==> src/rtl/cycle_seq.sv <==
// Bus-cycle sequencer for the 6502 core: fetch/decode/effective-address/data cycles.
// Optional `CYCLE_SEQ_RDY_EN` builds the rdy read-cycle stall; undefined, rdy is ignored.
module cycle_seq #(
   parameter int unsigned ST_W = 5
) (
   input  logic            i_clk,
   input  logic            i_rst_n,
   input  logic            rdy,
   input  logic [ST_W-1:0] initial_state,
   input  logic            single_byte,
   input  logic            read,
   input  logic            load,
   input  logic            store,
   input  logic            rmw,
   input  logic            page_cross,
   output logic [ST_W-1:0] state,
   output logic            sync,
   output logic            rw,
   output logic [1:0]      addr_sel,
   output logic            pc_inc,
   output logic            ir_ld,
   output logic            adl_ld,
   output logic            adh_ld,
   output logic            ptr_ld,
   output logic            adl_idx,
   output logic            ptr_idx,
   output logic            ptr_inc,
   output logic            adh_fix,
   output logic            reg_we,
   output logic            jam
);

   typedef enum logic [4:0] {
      FETCH     = 5'h00,
      DECODE    = 5'h01,
      ZIDX      = 5'h08,
      AHI       = 5'h09,
      FIX       = 5'h0A,
      XIDX      = 5'h0B,
      PLO       = 5'h0C,
      XPHI      = 5'h0D,
      YPHI      = 5'h0E,
      DATA      = 5'h10,
      RMW_DUMMY = 5'h11,
      RMW_WR    = 5'h12,
      EXEC      = 5'h13,
      JAM       = 5'h1F
   } state_t;

   state_t     r_state, w_next;
   // r_idx: indexed flavour of the current mode (ABS,X/Y vs ABS; (ind),Y vs (ind,X))
   logic       r_idx, w_idx_next;
   logic       r_ea_abs, w_ea_next;
   logic       r_pcross;
   logic       w_go;
   logic       w_rw, w_sync, w_jam;
   logic [1:0] w_addr_sel, w_ea_sel;
   logic       w_pc_inc, w_ir_ld, w_adl_ld, w_adh_ld, w_ptr_ld;
   logic       w_adl_idx, w_ptr_idx, w_ptr_inc, w_adh_fix, w_reg_we;
   logic       w_unused_in;

   assign w_unused_in = read ^ load;
   assign w_ea_sel    = r_ea_abs ? 2'd2 : 2'd1;

   always_comb begin
      w_next     = r_state;
      w_idx_next = r_idx;
      w_ea_next  = r_ea_abs;
      w_rw       = 1'b1;
      w_sync     = 1'b0;
      w_jam      = 1'b0;
      w_addr_sel = 2'd0;
      w_pc_inc   = 1'b0;
      w_ir_ld    = 1'b0;
      w_adl_ld   = 1'b0;
      w_adh_ld   = 1'b0;
      w_ptr_ld   = 1'b0;
      w_adl_idx  = 1'b0;
      w_ptr_idx  = 1'b0;
      w_ptr_inc  = 1'b0;
      w_adh_fix  = 1'b0;
      w_reg_we   = 1'b0;
      case (r_state)
         FETCH: begin
            w_sync   = 1'b1;
            w_ir_ld  = 1'b1;
            w_pc_inc = 1'b1;
            w_next   = DECODE;
         end
         DECODE: begin
            w_adl_ld = 1'b1;
            w_ptr_ld = 1'b1;
            w_pc_inc = ~single_byte;
            case (initial_state)
               ST_W'(0): w_next = EXEC;
               ST_W'(2): begin w_next = DATA; w_ea_next = 1'b0; end
               ST_W'(3): w_next = ZIDX;
               ST_W'(4): begin w_next = AHI;  w_idx_next = 1'b0; end
               ST_W'(5): begin w_next = AHI;  w_idx_next = 1'b1; end
               ST_W'(6): begin w_next = XIDX; w_idx_next = 1'b0; end
               ST_W'(7): begin w_next = PLO;  w_idx_next = 1'b1; end
               default:  w_next = JAM;
            endcase
         end
         ZIDX: begin
            w_addr_sel = 2'd1;
            w_adl_idx  = 1'b1;
            w_next     = DATA;
            w_ea_next  = 1'b0;
         end
         AHI, YPHI: begin
            // Both fetch the high byte; indexed forms may need the FIX cycle.
            w_addr_sel = (r_state == YPHI) ? 2'd3 : 2'd0;
            w_adh_ld   = 1'b1;
            w_pc_inc   = (r_state == AHI);
            w_ea_next  = 1'b1;
            w_next     = DATA;
            if (r_idx) begin
               w_adl_idx = 1'b1;
               if (page_cross | store | rmw) w_next = FIX;
            end
         end
         FIX: begin
            w_addr_sel = 2'd2;
            w_adh_fix  = r_pcross;
            w_ea_next  = 1'b1;
            w_next     = DATA;
         end
         XIDX: begin
            w_addr_sel = 2'd3;
            w_ptr_idx  = 1'b1;
            w_next     = PLO;
         end
         PLO: begin
            w_addr_sel = 2'd3;
            w_adl_ld   = 1'b1;
            w_ptr_inc  = 1'b1;
            w_next     = r_idx ? YPHI : XPHI;
         end
         XPHI: begin
            w_addr_sel = 2'd3;
            w_adh_ld   = 1'b1;
            w_ea_next  = 1'b1;
            w_next     = DATA;
         end
         DATA: begin
            w_addr_sel = w_ea_sel;
            if (rmw) begin
               w_next = RMW_DUMMY;
            end else begin
               w_rw     = ~store;
               w_reg_we = 1'b1;
               w_next   = FETCH;
            end
         end
         RMW_DUMMY: begin
            w_addr_sel = w_ea_sel;
            w_rw       = 1'b0;
            w_next     = RMW_WR;
         end
         RMW_WR: begin
            w_addr_sel = w_ea_sel;
            w_rw       = 1'b0;
            w_reg_we   = 1'b1;
            w_next     = FETCH;
         end
         EXEC: begin
            w_reg_we = 1'b1;
            w_next   = FETCH;
         end
         JAM: begin
            w_jam  = 1'b1;
            w_next = JAM;
         end
         default: w_next = JAM;
      endcase
   end

`ifdef CYCLE_SEQ_RDY_EN
   assign w_go = rdy | ~w_rw;
`else
   logic w_unused_rdy;
   assign w_unused_rdy = rdy;
   assign w_go         = 1'b1;
`endif

   always_ff @(posedge i_clk or negedge i_rst_n) begin
      if (!i_rst_n) begin
         r_state  <= FETCH;
         r_idx    <= 1'b0;
         r_ea_abs <= 1'b0;
         r_pcross <= 1'b0;
      end else if (w_go) begin
         r_state  <= w_next;
         r_idx    <= w_idx_next;
         r_ea_abs <= w_ea_next;
         if (w_adl_idx) r_pcross <= page_cross;
      end
   end

   assign state    = ST_W'(r_state);
   assign sync     = w_sync;
   assign rw       = w_rw;
   assign addr_sel = w_addr_sel;
   assign jam      = w_jam;
   assign pc_inc   = w_pc_inc  & w_go;
   assign ir_ld    = w_ir_ld   & w_go;
   assign adl_ld   = w_adl_ld  & w_go;
   assign adh_ld   = w_adh_ld  & w_go;
   assign ptr_ld   = w_ptr_ld  & w_go;
   assign adl_idx  = w_adl_idx & w_go;
   assign ptr_idx  = w_ptr_idx & w_go;
   assign ptr_inc  = w_ptr_inc & w_go;
   assign adh_fix  = w_adh_fix & w_go;
   assign reg_we   = w_reg_we  & w_go;

endmodule

==> config.mk <==
export PLATFORM = sky130hd
export DESIGN_NAME = cycle_seq
export DESIGN_NICKNAME = d
export VERILOG_FILES = /design/src/rtl/cycle_seq.sv
export SDC_FILE = /design/constraint.sdc
export NUM_CORES = 1
export LEC_CHECK = 0
export BUFFER_PORTS_ARGS = -buffer_cell sky130_fd_sc_hd__buf_4
export CAP_MARGIN = 30
export CORE_UTILIZATION = 50
export DETAILED_ROUTE_END_ITERATION = 8
export GPL_ROUTABILITY_DRIVEN = 0
export PLACE_DENSITY = 0.92
export SYNTH_ARGS = -nofsm -noshare
export SYNTH_HDL_FRONTEND = slang
export SYNTH_SLANG_ARGS = --single-unit
==> constraint.sdc <==
create_clock -name i_clk -period 4.7 [get_ports i_clk]
set_clock_uncertainty 0.2 [all_clocks]
set_input_delay 0.47 -clock i_clk [delete_from_list [all_inputs] [get_ports i_clk]]
set_output_delay 0.47 -clock i_clk [all_outputs]
set_load 0.02 [all_outputs]
Word-level counts from Yosys, hierarchy flattened --
Index checks and enable logic that the tools add are counted.
Storage, ports and cells: flip-flop bits (word level) 8, latch bits 0, bits in writable memories 0, ROM bits 0, input bits 14, output and inout port bits 20, logic and storage cells 73, memories 0
Cells by class: add/subtract/negate cells 0, $mul 0, div/mod/pow operators 0, magnitude comparators 0, eq/ne operators 20, shifts and indexed selects 0, muxes and demuxes 27, bitwise logic cells 4, reductions and logical operators 18
Operators with widths (number):
- $pmux W5 S9 | 1
- $eq A5 B4 Y1 const B | 7
- $pmux W5 S6 | 1
- $eq A5 B5 Y1 const B | 5
- $eq A5 B3 Y1 const B | 4
- $mux W5 | 3
- $reduce_or A2 Y1 | 7
- $mux W1 | 12
- $reduce_or A3 Y1 | 4
- $eq A5 B2 Y1 const B | 2
- $logic_not A5 Y1 | 2
- $pmux W2 S5 | 1
- $pmux W1 S2 | 4
- $mux W2 | 3
- $pmux W1 S3 | 2
- $eq A5 B1 Y1 const B | 1
- $reduce_and A2 Y1 | 2
- $reduce_or A4 Y1 | 1
- $reduce_bool A3 Y1 | 1
- $ne A2 B2 Y1 const B | 1
- $not A1 Y1 | 2
- $or A1 B1 Y1 | 2
- $reduce_bool A2 Y1 | 1

Longest topological paths before layout --
Gate-level depths: netlist of the first run.
word-level depth 5, gate-level depth with buffers 6, gate-level depth less buffers 5

Least setup slack after synthesis of the first run --
OpenSTA, ideal clock, no wires.
kind register -> output, start reg r_state[0] (netlist: state[0]), end out sync, arrival 1888 ps, required time 4030 ps, setup slack 2142 ps, cell stages (with the launch flop) 5, path buffers 3, cell sequence dfrtp_1 -> clkbuf_1 -> buf_2 -> nor4_1 -> buf_4
On the way: word-level cells in the longest chain between the ends 2
Ends and longest elaborated chain:
- start, declared | RTL line 50 | state_t r_state, w_next;
- start signal, assigned | RTL line 194 | r_state <= w_next;
- $logic_not A5 Y1
- $mux W1
- end, declared | RTL line 17 | output logic sync,
No other way between the ends.

Worst setup path after layout of the first run --
start reg r_state[2] (netlist: state[2]), end out adl_ld
On the way: word-level cells in the longest chain between the ends 3, elaborated cells on any way between the ends 4, those cells by class eq/ne: 2; mux: 1; reduce/logical: 1
Ends and longest elaborated chain:
- $eq A5 B1 Y1 / $eq A5 B4 Y1 (equally long branches) | RTL line 83 | case (r_state)
- $reduce_or A2 Y1 (no line) *
- $mux W1 * | RTL line 83
- end, declared | RTL line 22 | output logic adl_ld,
Every way passes the cells marked *; elsewhere a longest branch is shown, timed or not.

==> metrics, run 1 <==
run status finished, final reports clean; Final period util 53.6%; Mapped Cells 118; final hold violation count 0; Post-synth EDFFs 0; hold path cells 2; Hold EP r_pcross; die area 1800 µm²; DRT iter0 DRCs 58; Lkg Pwr 0.471 nW; Distinct cells, synth 40; FMAX 397 MHz; RSZ-0062 raised after global routing no; HP Class input pin to flip-flop; vias 966; crit path kind flip-flop to output pin; GRT Overall Usage 27.8%; async set-reset flop share out of synthesis 100%; drc violations 0; Avg Cell Area, Syn 6.95 µm²; Setup Buffers After CTS 0; Nets 159; Critical Path Start Type flip-flop; reg2reg end r_ea_abs; largest net degree at the start of global routing 21; arrival time worst endpoint 1850 ps; width of the chip 42.5 µm; wire per inst 13.9 µm; area delta synth->final 28.2%; number of fill cells 129; CP cell instances nand2_1, nor4_1, or2b_1, buf_4; DR vias/cell 6.08; Resized cells post-CTS 0; latest clock arrival within the worst-skew pair 270 ps; syn_nets 132; worst vdd ir 0.000108 V; vias in the first global route 824; worst reg2reg path depth 5; DP Area 1020 µm²; hold buffers post-CTS 1; layout cells sized above 1 28.0%; CTS tree yes; Worst Hold Slack 258 ps; initial antenna violation count 0; count of warnings emitted by yosys 0; clk sink count 8; Site Rows 14; hold_sp page_cross; Rel. slew slack 61.7%; Synth Cell Area 820 µm²; drt first pass iters 4; CP Capture Type output pin; Slew @ Worst Pin 575 ps; Pwr per Cell Area 132 nW/µm²; # H-tree levels 1; Post-Route Utilization 69.0%; ANT nets after route 0; setup TNS 0 ps; max-cap violations 0; fin area 1050 µm²; Required @ worst endpoint 4030 ps; slowest stage delay, CP 680 ps; min cycle time layout 2520 ps; ANT cells 0; sequential fraction of the synthesis area 24.4%; #FFs+latches synth 8; Root Driver clkbuf_4; Slew Limit Fails 0; Top delay family on crit path simple AND/OR/NAND/NOR gates; Max Root-Sink Buffers 2; CTS buffer count 3; worst path bufs/invs 1; Worst R2R Start state[2]; Reg2Reg Setup Slack 2610 ps; slowest CP cell dfrtp_1; Routed Wire Length 2210 µm; CTS clk-pin slew, worst paths 60 ps; IO Pins 34; ys flop type dfrtp_1; gr ovfl total 0; Core Region 1520 µm²; Final setup viols 0; first-pass GRT wire length 3810 µm; DIE HEIGHT 42.5 µm; dpl hpwl 1650 µm; critical path fanouts, max 19; Initial Util 53.8%; PortBufs 30
## cell usage in the layout (no fill, tap or decap), types with 2 or more instances in the layout
cell	n
nand2_1	15
dfrtp_1	8
nor3b_1	2
nor3_1	2
o31ai_1	2
inv_1	5
nand2b_1	6
nor2b_1	6
o21ai_0	12
a21oi_1	7
clkbuf_4	3
nand3_1	5
nor2_1	13
nor4_1	3
buf_4	30
## kinds of logic after synthesis
logic type,count (synthesis),synth area share [%]
DFF,8,24.4
muxes,2,3.21
xor gates and xnor gates,1,1.07
AOI/OAI and AO/OA,30,22.6
and+or+nand+nor,62,40.2
buffers and inverters,15,8.55
## synth_stat cells, types with 2 or more instances
library cell	number	area [µm²]
nand2_1	15	56.3
o21ai_0	12	60.1
dfrtp_1	8	200
nand3_1	5	25.0
clkbuf_1	6	22.5
nor4_1	3	18.8
nor3_1	2	10.0
nand2b_1	6	37.5
nor3b_1	2	15.0
nor2_1	13	48.8
inv_1	5	18.8
nor2b_1	6	37.5
o31ai_1	2	15.0
a21oi_1	7	35.0
## registers in the layout, indices dropped and copies added, names as in the netlist
signal and count:
state 5, r_ea_abs 1, r_pcross 1, r_idx 1
## metrics by stage
| step | std cells | power, W | worst slack, ps |
|---|---|---|---|
| global route | 159 | 0.000147 | 2010 |
| finish | 159 | 0.000139 | 2180 |
| global placement | 155 | 0.0000845 | 2490 |
| floorplan | 118 | 0.0000741 | 2140 |
| detailed placement | 155 | 0.0000851 | 2490 |
| CTS | 159 | 0.000140 | 2180 |
## worst max-delay path by stage
stage / startpoint / endpoint / slack, ps / depth (start not counted)
floorplan: state[0] / sync / 2140 / 4
detailed placement: state[2] / adl_ld / 2490 / 4
finish: state[2] / adl_ld / 2180 / 4
global route: state[2] / adl_ld / 2010 / 4
global placement: state[2] / adl_ld / 2490 / 4
CTS: state[2] / adl_ld / 2180 / 4
## per-layer routing
layer	GRT usage [%]	wire length [µm]
met5	0	0
met1	35.5	864
met3	6.03	237
met2	42.5	1060
met4	16.9	47
## report_power, final
| group | switching [W] | internal, W | leakage (nW) |
|---|---|---|---|
| sequential | 0.0000000689 | 0.0000693 | 0.0808 |
| combinational | 0.00000749 | 0.00000784 | 0.377 |
| clock | 0.0000250 | 0.0000293 | 0.0138 |
| total | 0.0000325 | 0.000106 | 0.471 |
## final cells by class
cell class / count / area (µm²) / share of cell area (%)
multi-input combinational: 95 / 549 / 52.3
timing repair buffer: 31 / 235 / 22.4
sequential: 8 / 200 / 19.0
inverter: 6 / 23.8 / 2.26
clock buffer: 3 / 22.5 / 2.14
tap: 16 / 20.0 / 1.90
## worst register-to-register path: stages, from the launching register on
cell,delay (ps)
dfrtp_1,680
or2_4,240
or3_4,130
clkinv_2,90
a2111oi_0,470
o21ai_0,140
No activity file was read; power rests on OpenSTA's default activity.
==> inputs of run 2 (changes only) <==
Settings changed: ABC_AREA from default to 1, CORE_UTILIZATION 50 to 42, PLACE_DENSITY 0.92 to 0.83.
Clock period 4.7 ns to 2 ns, I/O delays scaled along.
==> metrics, run 2 <==
Required @ worst endpoint 1600 ps (-2430 ps); min cycle time layout 1920 ps; layout cells sized above 1 42.3% (+14 points); async set-reset flop share out of synthesis 100% (unchanged); Root Driver clkbuf_4; CTS tree yes; run status finished, final reports clean; drt first pass iters 4 (unchanged); DP Area 1050 µm² (+3.6%); Synth top area share 24.8% (+0.42 points); crit path kind flip-flop to output pin; initial antenna violation count 0 (unchanged); largest net degree at the start of global routing 9 (-57%); sequential fraction of the synthesis area 24.8% (+0.42 points); dpl hpwl 1690 µm (+2.6%); clk sink count 8 (unchanged); Reg2Reg Setup Slack 390 ps (-2220 ps); Synth area leader dfrtp_1; DIE HEIGHT 45.8 µm (+7.8%); hold path cells 4 (+2); CP Capture Type output pin; final hold violation count 0 (unchanged); Mapped Cells 128 (+8.5%); Post-synth EDFFs 0 (unchanged); Post-Route Utilization 64.4% (-4.6 points); CTS buffer count 3 (unchanged); Avg Cell Area, Syn 6.30 µm² (-9.4%); Synth Cell Area 806 µm² (-1.7%); Final period util 95.9%; most frequent cell after synthesis nand2_1; most frequent cells in the layout buf_4 (31), nand2_1 (26), nor2_1 (18); die area 2100 µm² (+16%); fin area 1140 µm² (+8.1%); Max Root-Sink Buffers 2 (unchanged); Placed Instances 182 (+17%); fin worst setup slack 81.4 ps (-2100 ps); Pwr per Cell Area 289 nW/µm² (+120%); max reg flops 5 (unchanged); Core Region 1760 µm² (+16%); # H-tree levels 1 (unchanged); Hold EP r_idx; hold_sp initial_state[3]; first-pass GRT wire length 3480 µm (-8.7%); Distinct cells, synth 25 (-38%); most common cell after layout, fill and taps aside buf_4; synth top area cells dfrtp_1 (25%), nand2_1 (13%), nor2_1 (9.3%); reg2reg end state[3]; Worst R2R Start state[4]; worst vdd ir 0.000224 V (+110%); GRT Overall Usage 23.2% (-4.7 points); Layout Cells excl Fill 188 (+18%); Initial Util 45.7% (-8.1 points); HP Class input pin to flip-flop; syn_nets 142 (+7.6%); latest clock arrival within the worst-skew pair 260 ps (about the same); DR vias/cell 5.16 (-15%); vias 971 (+0.52%); ANT nets after route 0 (unchanged); max-cap violations 0 (unchanged); PortBufs 30 (unchanged); Nets 179 (+13%); Critical Path Start Type flip-flop; width of the chip 45.8 µm (+7.8%); Slew Limit Fails 0 (unchanged); DRT iter0 DRCs 25 (-57%); count of warnings emitted by yosys 0 (unchanged); drc violations 0 (unchanged); arrival time worst endpoint 1520 ps (-330 ps); Placement Setup Slack 263 ps (-2220 ps); setup TNS 0 ps (unchanged); Synth top cells by count nand2_1 (28), nor2_1 (20), inv_1 (16); Final setup viols 0 (unchanged); Routed Wire Length 2200 µm (-0.45%); Slew @ Worst Pin 257 ps (-318 ps); #FFs+latches synth 8 (unchanged); ys flop type dfrtp_1; area delta synth->final 41.0%; Site Rows 15 (+1); gr ovfl total 0 (unchanged); Lkg Pwr 0.595 nW (+26%); vias in the first global route 871 (+5.7%); Rel. slew slack 82.7% (+21 points); IO Pins 34 (unchanged); ANT cells 0 (unchanged); critical path fanouts, max 6 (-13); FMAX 521 MHz; worst reg2reg path depth 7 (+2); wire per inst 11.7 µm (-16%); CTS clk-pin slew, worst paths 60 ps (about the same)
[run 2: changes by cell type in the layout (fill, tap and decap cells not counted), sizes merged, moves of 3 or more]
| cell | previous run | this run |
|---|---|---|
| nand2 | 15 | 39 |
| nand3 | 6 | 15 |
| inv | 5 | 20 |
| o21ai | 12 | 6 |
| nand2b | 6 | 0 |
| a21oi | 7 | 4 |
| nor4 | 3 | 0 |
| nor2 | 13 | 25 |
| nor2b | 6 | 0 |
[run 2: stage by stage]
step,hold slack (ps),total power (W)
final,70.7,0.000328
after global routing,101,0.000343
after CTS,64.0,0.000334
after detailed placement,-178,0.000203
after global placement,-178,0.000201
after floorplan,-296,0.000178
[run 2: area by class of cell]
class	count	area [µm²]
clock buffers	3	22.5
inverters	20	80.1
fillers	183	628
repair buffers	33	253
well taps	25	31.3
flip-flops and latches	8	206
multi-input cells	99	543
[run 2: layer usage]
metal	vias to the layer above	track usage [%]	wire, µm
met1	433	27.4	905
met4	0	13.5	38
met3	5	4.37	159
li1	481	-	-
met2	52	38.9	1090
met5	-	0	0
[run 2: how the worst max path moves through the flow]
stage / from / endpoint / slack (ps) / cells after the start
after detailed placement: state[4] / addr_sel[0] / 260 / 6
after global routing: state[3] / rw / -2 / 6
after floorplan: state[2] / sync / 200 / 4
final: state[3] / addr_sel[0] / 80 / 6
after global placement: state[4] / addr_sel[0] / 290 / 6
after CTS: state[4] / addr_sel[0] / 7 / 6
[run 2: cell families (layout without fill, tap and decap cells)]
group / count (synthesis) / count (layout) / share of synthesized area (%)
flops: 8 / 8 / 24.8
simple gates: 85 / 85 / 53.1
buf+inv: 21 / 56 / 10.9
compound gates: 14 / 14 / 11.2
[run 2: critical path: stages (launching register included)]
cell	delay [ps]
dfrtp_2	460
nor2_4	200
nand2_2	100
inv_2	80
nand2_1	50
o2111ai_1	190
buf_4	170
[run 2: power breakdown]
part	internal [W]	leakage (nW)	switching (W)	total, W
Clock	0.0000688	0.0138	0.0000566	0.000125
Sequential	0.000162	0.0736	0	0.000162
Combinational	0.0000202	0.507	0.0000207	0.0000409
[run 2: what timing repair did]
item | CTS | global route
pin swaps | 1 | 1
endpoints found under the hold margin | 9 | 0
setup buffers | 1 | 0
hold buffers | 2 | 0
endpoints found under the setup margin | 1 | 6
gates resized for setup | 1 | 11
==> inputs of run 3 (changes only) <==
Settings changed: SETUP_SLACK_MARGIN from default to 0.4.
==> metrics, run 3 (synthesized netlist as in run 2, its figures left out) <==
Slew @ Worst Pin 394 ps (+137 ps); # H-tree levels 1 (unchanged); hold path cells 3 (-1); most frequent cells in the layout buf_4 (37), nand2_1 (19), inv_1 (15); Max Root-Sink Buffers 2 (unchanged); GRT Overall Usage 24.8% (+1.6 points); arrival time worst endpoint 1600 ps (+80 ps); die area 2100 µm² (unchanged); Core Region 1760 µm² (unchanged); Pwr per Cell Area 230 nW/µm² (-20%); ANT nets after route 0 (unchanged); width of the chip 45.8 µm (unchanged); failing checks setup timing; RSZ-0062 raised after global routing yes; Slew Limit Fails 0 (unchanged); min cycle time layout 2000 ps (+85.5 ps); layout cells sized above 1 58.2% (+16 points); largest net degree at the start of global routing 9 (unchanged); Critical Path Start Type flip-flop; Rel. slew slack 73.5% (-9.2 points); critical path fanouts, max 5 (-1); Nets 199 (+11%); DIE HEIGHT 45.8 µm (unchanged); fin worst setup slack -4.11 ps (-85.5 ps); Hold EP r_idx; Reg2Reg Setup Slack 160 ps (-230 ps); worst vdd ir 0.000275 V (+23%); fin area 1520 µm² (+34%); Lkg Pwr 0.798 nW (+34%); ANT cells 0 (unchanged); Worst R2R Start state[2]; Initial Util 45.7% (unchanged); CP Capture Type output pin; IO Pins 34 (unchanged); dpl hpwl 1690 µm (-0.22%); CTS tree yes; max reg flops 5 (unchanged); Site Rows 15 (unchanged); drc violations 0 (unchanged); worst reg2reg path depth 10 (+3); reg2reg end state[0]; Root Driver clkbuf_4; total chip power 0.000350 W (+6.8%); Required @ worst endpoint 1600 ps (about the same); CTS buffer count 3 (unchanged); area delta synth->final 88.8%; FMAX 499 MHz (-4.3%); hold_sp initial_state[0]; clk sink count 8 (unchanged); vias 1173 (+21%); PortBufs 30 (unchanged); DR vias/cell 5.61 (+8.7%); wire per inst 16.6 µm (+42%); latest clock arrival within the worst-skew pair 280 ps (+20 ps); run status finished with violations; vias in the first global route 876 (+0.57%); DP Area 1100 µm² (+4.7%); drt first pass iters 4 (unchanged); Critical path origin state[1]; CTS clk-pin slew, worst paths 70 ps (about the same); first-pass GRT wire length 3700 µm (+6.4%); DRT iter0 DRCs 56 (+120%); crit path kind flip-flop to output pin; Post-Route Utilization 86.2% (+22 points); initial antenna violation count 0 (unchanged); HP Class input pin to flip-flop; gr ovfl total 0 (unchanged); most common cell after layout, fill and taps aside buf_4; setup TNS -4.11 ps (-4.11 ps); Final period util 100% (+4.3 points); final hold violation count 0 (unchanged); Placement Setup Slack 298 ps (+35.5 ps); Routed Wire Length 3470 µm (+58%); Final setup viols 1 (+1); max-cap violations 0 (unchanged)
run 3: power breakdown:
part | internal, W | switching [W] | leakage [nW] | total [W]
logic | 0.0000203 | 0.0000249 | 0.709 | 0.0000453
clock network | 0.0000768 | 0.0000665 | 0.0150 | 0.000143
registers | 0.000162 | 0 | 0.0736 | 0.000162
run 3: metrics by stage:
| stage | std cells | hold slack (ps) |
|---|---|---|
| global placement | 182 | -180 |
| global route | 209 | 108 |
| floorplan | 128 | -296 |
| finish | 209 | 75.4 |
| detailed placement | 182 | -176 |
| CTS | 197 | 56.9 |
run 3: metal layers:
metal / part of all wire (%) / vias to the layer above / track usage (%)
li1: - / 520 / -
met1: 38 / 541 / 29.5
met2: 49 / 89 / 42.9
met3: 8.7 / 23 / 3.17
met4: 4.0 / 0 / 13.5
met5: 0 / - / 0
run 3: worst max path at each step:
stage               cells after the start          end  slack [ps]
detailed placement                      7  addr_sel[0]         300
global placement                        7      adl_idx         330
finish                                  6           rw          -4
global route                            6           rw         -70
floorplan                               6  addr_sel[1]         390
CTS                                     7  addr_sel[0]         100
run 3: layout make-up:
type / instances / area [µm²]
fill: 97 / 243
timing repair buffer: 53 / 480
tap: 25 / 31.3
clock buffer: 4 / 26.3
inverter: 20 / 97.6
sequential: 8 / 206
multi-input combinational: 99 / 679
run 3: what timing repair did:
item                       CTS  global route
resized for setup           15            37
hold buffers                 2             0
hold endpoints to repair     9             0
buffers inserted             9            12
setup endpoints to repair   15            20
pin swaps                    8            15
run 3: worst max-delay path, stage by stage (launching register included):
cell and delay, ps:
dfrtp_2 490, nor2_4 240, nand2_4 110, nor2_4 110, o21ai_0 130, nand3_1 100
buf_4 140
